## src/rtl/uart_echo_fifo_if.sv

```systemverilog
// Receive/transmit handshake bundle between the UART core and the echo FIFO.
// The master side is the UART core; the slave side is the echo FIFO.
interface uart_echo_fifo_if #(
  parameter int WIDTH = 8
);
  logic             rx_done;
  logic [WIDTH-1:0] rx_data;
  logic             rx_err;
  logic             tx_done;
  logic             frame_en;
  logic [WIDTH-1:0] data_frame;

  modport master (
    output rx_done, rx_data, rx_err, tx_done,
    input  frame_en, data_frame
  );

  modport slave (
    input  rx_done, rx_data, rx_err, tx_done,
    output frame_en, data_frame
  );
endinterface

```

## src/rtl/uart_echo_fifo.sv

```systemverilog
// UART echo buffer: received frames are queued in a register FIFO and replayed
// to the transmitter one at a time, with overflow and line-error counters.
module uart_echo_fifo #(
  parameter int WIDTH    = 8,
  parameter int DEPTH    = 16,
  parameter int AFULL_TH = DEPTH - 2
) (
  input  logic                     clk,
  input  logic                     rst,
  uart_echo_fifo_if.slave          bus,
  input  logic                     drop_err,
  input  logic                     tx_pause,
  input  logic                     clr_cnt,
  output logic [$clog2(DEPTH):0]   fifo_level,
  output logic                     fifo_full,
  output logic                     fifo_empty,
  output logic                     almost_full,
  output logic [7:0]               ovf_cnt,
  output logic [7:0]               err_cnt
);
  localparam int AW = $clog2(DEPTH);
  localparam int LW = AW + 1;

  typedef enum logic [1:0] {IDLE, LAUNCH, WAIT} tx_state_t;

  logic [WIDTH-1:0] mem [DEPTH];
  logic [AW:0]      wr_ptr, rd_ptr;
  tx_state_t        state;
  logic             pop, storable, push, ovf_inc, err_inc;

  assign fifo_level  = wr_ptr - rd_ptr;
  assign fifo_empty  = (wr_ptr == rd_ptr);
  assign fifo_full   = (fifo_level == LW'(DEPTH));
  assign almost_full = (fifo_level >= LW'(AFULL_TH));

  // A full FIFO still takes a frame when the head leaves in the same cycle.
  assign pop      = (state == IDLE) && !fifo_empty && !tx_pause;
  assign storable = bus.rx_done && !(bus.rx_err && drop_err);
  assign push     = storable && (!fifo_full || pop);
  assign ovf_inc  = storable && fifo_full && !pop;
  assign err_inc  = bus.rx_done && bus.rx_err;

  always_ff @(posedge clk) begin
    if (!rst && push) mem[wr_ptr[AW-1:0]] <= bus.rx_data;
  end

  always_ff @(posedge clk) begin
    if (rst) begin
      wr_ptr <= '0;
      rd_ptr <= '0;
    end else begin
      if (push) wr_ptr <= wr_ptr + 1'b1;
      if (pop)  rd_ptr <= rd_ptr + 1'b1;
    end
  end

  // On a full-FIFO push+pop both hit the same slot; the read sees the old head.
  always_ff @(posedge clk) begin
    if (rst) begin
      state          <= IDLE;
      bus.frame_en   <= 1'b0;
      bus.data_frame <= '0;
    end else begin
      bus.frame_en <= 1'b0;
      case (state)
        IDLE: begin
          if (pop) begin
            bus.data_frame <= mem[rd_ptr[AW-1:0]];
            bus.frame_en   <= 1'b1;
            state          <= LAUNCH;
          end
        end
        LAUNCH:  state <= WAIT;
        WAIT:    if (bus.tx_done) state <= IDLE;
        default: state <= IDLE;
      endcase
    end
  end

  always_ff @(posedge clk) begin
    if (rst || clr_cnt) begin
      ovf_cnt <= '0;
      err_cnt <= '0;
    end else begin
      if (ovf_inc && ovf_cnt != 8'hFF) ovf_cnt <= ovf_cnt + 8'd1;
      if (err_inc && err_cnt != 8'hFF) err_cnt <= err_cnt + 8'd1;
    end
  end
endmodule

```

## src/flat_wrapper.sv

```systemverilog
// flat-port wrapper written by rule: the top's interface ports become plain ports
module uart_echo_fifo_flat 
#(
  parameter int WIDTH    = 8,
  parameter int DEPTH    = 16,
  parameter int AFULL_TH = DEPTH - 2
)
  (clk, rst, drop_err, tx_pause, clr_cnt, fifo_level, fifo_full, fifo_empty, almost_full, ovf_cnt, err_cnt, bus_rx_done, bus_rx_data, bus_rx_err, bus_tx_done, bus_frame_en, bus_data_frame);
  uart_echo_fifo_if #(.WIDTH(WIDTH)) bus_i ();
  input  logic clk;
  input  logic rst;
  input  logic drop_err;
  input  logic tx_pause;
  input  logic clr_cnt;
  output logic [$clog2(DEPTH):0] fifo_level;
  output logic fifo_full;
  output logic fifo_empty;
  output logic almost_full;
  output logic [7:0] ovf_cnt;
  output logic [7:0] err_cnt;
  input wire logic [$bits(bus_i.rx_done)-1:0] bus_rx_done;
  input wire logic [$bits(bus_i.rx_data)-1:0] bus_rx_data;
  input wire logic [$bits(bus_i.rx_err)-1:0] bus_rx_err;
  input wire logic [$bits(bus_i.tx_done)-1:0] bus_tx_done;
  output wire logic [$bits(bus_i.frame_en)-1:0] bus_frame_en;
  output wire logic [$bits(bus_i.data_frame)-1:0] bus_data_frame;
  assign bus_i.rx_done = bus_rx_done;
  assign bus_i.rx_data = bus_rx_data;
  assign bus_i.rx_err = bus_rx_err;
  assign bus_i.tx_done = bus_tx_done;
  assign bus_frame_en = bus_i.frame_en;
  assign bus_data_frame = bus_i.data_frame;
  uart_echo_fifo #(.WIDTH(WIDTH), .DEPTH(DEPTH), .AFULL_TH(AFULL_TH)) u_core (.clk(clk), .rst(rst), .bus(bus_i), .drop_err(drop_err), .tx_pause(tx_pause), .clr_cnt(clr_cnt), .fifo_level(fifo_level), .fifo_full(fifo_full), .fifo_empty(fifo_empty), .almost_full(almost_full), .ovf_cnt(ovf_cnt), .err_cnt(err_cnt));
endmodule
```

## config.mk

```make
export PLATFORM = sky130hd
export DESIGN_NAME = uart_echo_fifo_flat
export DESIGN_NICKNAME = d
export VERILOG_FILES = /design/src/rtl/uart_echo_fifo_if.sv /design/src/rtl/uart_echo_fifo.sv /design/src/flat_wrapper.sv
export SDC_FILE = /design/constraint.sdc
export NUM_CORES = 1
export LEC_CHECK = 0
export ABC_AREA = 1
export CAP_MARGIN = 25
export CORE_ASPECT_RATIO = 0.6
export CORE_MARGIN = 1.5
export CORE_UTILIZATION = 60
export CTS_CLUSTER_SIZE = 20
export DETAILED_ROUTE_END_ITERATION = 10
export PLACE_DENSITY = 0.78
export SKIP_CTS_REPAIR_TIMING = 1
export SYNTH_ARGS = -nofsm -noshare
export SYNTH_HDL_FRONTEND = slang
export SYNTH_SLANG_ARGS = --single-unit
export TNS_END_PERCENT = 50
```

## constraint.sdc

```tcl
create_clock -name clk -period 7.3 [get_ports clk]
set_input_delay 2.19 -clock clk [delete_from_list [all_inputs] [get_ports clk]]
set_output_delay 2.19 -clock clk [all_outputs]
set_load 0.05 [all_outputs]
```

### After elaboration in Yosys (flattened, before gate mapping)

Memory sizes are Yosys's and may differ from the RTL's. A register that Yosys moved wholly into a read port is not among the register bits.
Cells that the tools add are included.

* bits in registers: 29
* ROM bits: 0
* RAM bits: 128
* latch bits: 0
* bits of input ports: 16
* memories: 1
* output and inout bits: 33

Memory list
* u_core.mem: words 16, bits a word 8, read ports 1, clocked after Yosys merged registers in 1, wr ports 1, RTL line uart_echo_fifo.sv:26 `logic [WIDTH-1:0] mem [DEPTH];`

* bitwise logic cells: 1
* mux-type cells: 6
* $add $sub $neg: 5
* reduce and logical (&&, ||, !) cells: 23
* equal/unequal tests: 8
* divide/modulo/power cells: 0
* $mul: 0
* shifts and indexed selects: 0
* order comparisons: 1

Operator list (count)
* $add 8x1->8 const B: 2
* $ne 8x8->1 const B: 2
* $logic_and 1x1->1: 11
* $add 5x1->5 const B: 2
* $logic_not 1->1: 6
* $pmux 2 s3: 1
* $eq 5x5->1: 1
* $eq 5x5->1 const B: 1
* $ge 5x4->1 const B: 1
* $sub 5x5->5: 1
* $mux 2: 2
* $reduce_and 2->1: 2
* $mux 1: 3
* $eq 2x1->1 const B: 1
* $eq 2x2->1 const B: 1
* $logic_not 2->1: 1
* $logic_or 1x1->1: 2
* $ne 2x1->1 const B: 1
* $ne 2x2->1 const B: 1
* $reduce_or 2->1: 1
* $not 1->1: 1

### Depth between registers and ports, before layout

* depth in word-level cells: 9
* gate-level depth with buffers: 15
* gate-level depth less buffers: 15

### Worst setup path before layout

OpenSTA, ideal clock, no wires.

* kind: register -> output
* from: register u_core.wr_ptr[0]
* to: output almost_full
* data required time: 5110 ps
* arrival: 2126 ps
* stages on the path, launching flop included: 11
* path buffers: 0
* slack: 2984 ps
* cells stage by stage: dfxtp_1 > inv_1 > ha_1 > fa_1 > inv_1 > nand2_1 > nand2_1 > nand2_1 > nand2_1 > nand2_1 > a31o_2

* longest elaborated chain between the ends: 2

RTL lines
* start: declaration: RTL line uart_echo_fifo.sv:27 `logic [AW:0] wr_ptr, rd_ptr;`
* start signal: assignment: RTL line uart_echo_fifo.sv:52 `if (push) wr_ptr <= wr_ptr + 1'b1;`
* $sub 5x5->5: RTL line uart_echo_fifo.sv:31 `assign fifo_level = wr_ptr - rd_ptr;`
* net fifo_level[4]: RTL line flat_wrapper.sv:15 `output logic [$clog2(DEPTH):0] fifo_level;`
* $ge 5x4->1: RTL line uart_echo_fifo.sv:34 `assign almost_full = (fifo_level >= LW'(AFULL_TH));`
* end: declaration: RTL line flat_wrapper.sv:18 `output logic almost_full;`

The timed path passes the listed nets, and every way through them passes these cells.

### Final worst setup path

* from: register u_core.rd_ptr[2]
* to: output fifo_full

* longest elaborated chain between the ends: 2

RTL lines
* start: declaration: RTL line uart_echo_fifo.sv:27
* start signal: assignment: RTL line uart_echo_fifo.sv:53 `if (pop) rd_ptr <= rd_ptr + 1'b1;`
* $sub 5x5->5: RTL line uart_echo_fifo.sv:31
* $eq 5x5->1: RTL line uart_echo_fifo.sv:33 `assign fifo_full = (fifo_level == LW'(DEPTH));`
* end: declaration: RTL line flat_wrapper.sv:16 `output logic fifo_full;`

No other way between the ends.

==> results.md <==
- Status: complete, no violations
- Peak VDD IR: 209 uV
- Finish-stage setup viols: 0
- Ports: 49
- Logic pwr share: 28.6%
- Clock root buffer: clkbuf_16
- P per Cell Area: 334 mW/mm^2
- Fmax: 0.180 GHz
- Worst Clk Skew: 14.1 ps
- Drt wl/cell: 19.0 um
- Initial Util: 62.6%
- Yosys top cell area share: 53.5%
- DRC Markers: 0
- Syn Area/Cell: 10.5 um^2
- Synthesized instance count: 687
- Hold_ws: 495 ps
- Iteration-0 DRC count of the detailed router: 549
- Worst-path cell with the longest stage delay: clkdlybuf4s50_1
- Area delta synth->final: 17.3%
- Initial antenna violation count: 0
- Pin count of the biggest net entering global routing: 68
- Yosys warnings: 0
- Final Hold Vio Count: 0
- Register-to-Register Path Depth: 12
- Share of cells above drive strength 1: 9.27%
- Worst-Margin Slew: 958 ps
- Tmin final: 5550 ps
- Unique masters post-synth: 42
- Hold Crit Depth: 2
- RSZ-0062 raised after global routing: false
- Slew margin rel.: 35.9%
- Setup crit start: u_core.rd_ptr[2]
- Cell family with most CP delay: buffers and inverters
- Yosys top cell by area: edfxtp_1
- Post-Route Setup TNS: 0 ps
- RR Endpoint: u_core.mem[5][4]
- CTS tree: done
- Critical-path cell list: clkinv_1 -> ha_1 -> a21oi_2 -> nand2_1 -> nand2_2 -> nand2_4 -> nor2_8 -> clkdlybuf4s50_1
- Clock latency on the worst-skew pair: 430 ps
- Placer congestion estimate: 0.916
- Seq/Total Area, Yosys: 63.8%
- DP Wirelength: 11.4 mm
- Fin. max-slew vios: 0
- Vias: 5336
- Seq pwr share: 37.6%
- Arr. time, crit path: 3360 ps
- Die height: 87.8 um
- Die area: 0.0127 mm^2
- Total GRT Usage: 28.8%
- Max stage delay on crit path: 830 ps
- Worst EP required: 5110 ps
- Ant. Diodes: 0
- Hold WC Path Type: register to register
- Max-cap violations: 0
- Kind of critical path: register to output pin
- Vias in the first global route: 4803
- Hold path start: u_core.err_cnt[1]
- Cts bufs inserted: 17
- Net Sw Frac: 35.0%
- Port bufs: 48
- CP bufs+invs: 2
- Reg2reg setup slack: 3760 ps
- Grt ovf: 0
- Final WL: 17.2 mm
- CP Max Fanout: 13
- Clock network fraction of design power: 33.8%
- Clk sinks: 165
- Vias per cell: 5.90
- CTS max path bufs: 2
- DRT Pass-1 Iters: 5
- RR Startpoint: u_core.rd_ptr[2]
- Internal: 1.83 mW
- Core ar.: 0.0115 mm^2
- Worst hold path endpoint: u_core.err_cnt[1]
- Synth Cell Area: 0.00719 mm^2
- DRT antenna net count: 0
- # H-tree levels: 4
- LEAKAGE: 3.01 nW
- First-pass GRT wire length: 26.4 mm
- Final #Nets: 759
- Setup crit end kind: output pin
- Sw Pwr: 0.986 mW
- CP startpoint kind: register
- Synth Net Count: 715
- Tcrit/Tclk final: 76.0%
- Power, Total: 2.82 mW
- Clk slew on worst S/H paths: 70 ps
- Row cnt: 30
- Area contributors post-synth: edfxtp_1 (53%), dfxtp_1 (10%), nor2_1 (7.2%)
- Synthesized flop and latch total: 165
- Die width: 144 um
kinds of logic after synthesis:
| kind of cell | after synthesis | share of synthesized area [%] |
|---|---|---|
| compound gates | 140 | 10.6 |
| xor+xnor | 5 | 0.609 |
| simple gates | 287 | 18.3 |
| flops | 165 | 63.8 |
| buf+inv | 78 | 4.47 |
| fa+ha+maj | 12 | 2.19 |
Yosys cell counts (all sizes together):
| cell type | count |
|---|---|
| nand2 | 94 |
| or2 | 2 |
| edfxtp | 128 |
| o21ai | 92 |
| xnor2 | 2 |
| inv | 48 |
| nor2 | 144 |
| fa | 1 |
| a31o | 1 |
| nand4 | 12 |
| o22ai | 32 |
| nor3 | 8 |
| o21ba | 1 |
| a211oi | 1 |
| dfxtp | 37 |
| xor2 | 3 |
| nand3b | 1 |
| clkinv | 2 |
| a21oi | 13 |
| and3 | 1 |
| buf | 11 |
| clkbuf | 17 |
| nand3 | 25 |
| ha | 11 |
per-layer routing:
metal	vias to the layer above	share of wire [%]	track usage, %
li1	2472	-	-
met1	2537	44	44.4
met2	299	43	40.7
met3	28	11	7.33
met4	0	1.4	8.08
met5	-	0	0
flip-flops by register name (all words and copies together), names as in the netlist:
| register | flops |
|---|---|
| u_core.bus.data_frame | 8 |
| u_core.bus.frame_en | 1 |
| u_core.err_cnt | 8 |
| u_core.mem | 128 |
| u_core.ovf_cnt | 8 |
| u_core.rd_ptr | 5 |
| u_core.state | 2 |
| u_core.wr_ptr | 5 |
worst register-to-register path: stages, from the launching register on:
cell,delay (ps)
dfxtp_1,560
clkinv_1,380
ha_1,510
nand3b_1,160
nand2_1,160
nand2_2,90
nand2_4,100
nor2_8,70
nand2_4,110
nand2_8,100
nor2_8,150
nand2_2,130
nor2_1,670
stage by stage:
stage	utilization (%)	cells	cell area (um^2)	setup slack, ps
5_1_grt	73.4	904	8430	1550
4_1_cts	73.2	903	8410	1810
6_report	73.4	904	8430	1750
3_3_place_gp	67.6	871	7770	2350
3_5_place_dp	67.6	871	7770	2270
2_1_floorplan	-	687	7190	2980
how the worst max path moves through the flow:
stage                       end  depth (start not counted)
global placement      fifo_full                          8
global route          fifo_full                          8
detailed placement    fifo_full                         11
floorplan           almost_full                         10
finish                fifo_full                          8
CTS                   fifo_full                         11
cell usage in the layout (no fill, tap or decap), drive strengths merged, types with 3 or more instances in the layout:
cell and n:
a21oi 13, buf 5, clkbuf 23, clkdlybuf4s50 48
clkinv 4, dfxtp 37, edfxtp 128, ha 11
inv 54, nand2 94, nand3 25, nand4 12
nor2 144, nor3 8, o21ai 92, o22ai 32
xor2 3
layout make-up:
cell class              instances  area [um^2]
clock buffers                  23          554
fillers                       780         3050
clock inverters                 9         90.1
well taps                     160          200
inverters                      50          190
flip-flops and latches        165         4590
repair buffers                 53          531
multi-input cells             444         2280
power by group through the flow:
stage                     Combinational (mW)  Clock, mW  Sequential (mW)
after floorplan                        0.496          0             1.14
after global placement                 0.765          0             1.08
after detailed placement               0.785          0             1.08
after CTS                              0.790      0.950             1.06
after global routing                   0.869      0.993             1.06
final                                  0.807      0.953             1.06
Note: power is estimated with default switching activity, not from simulation.
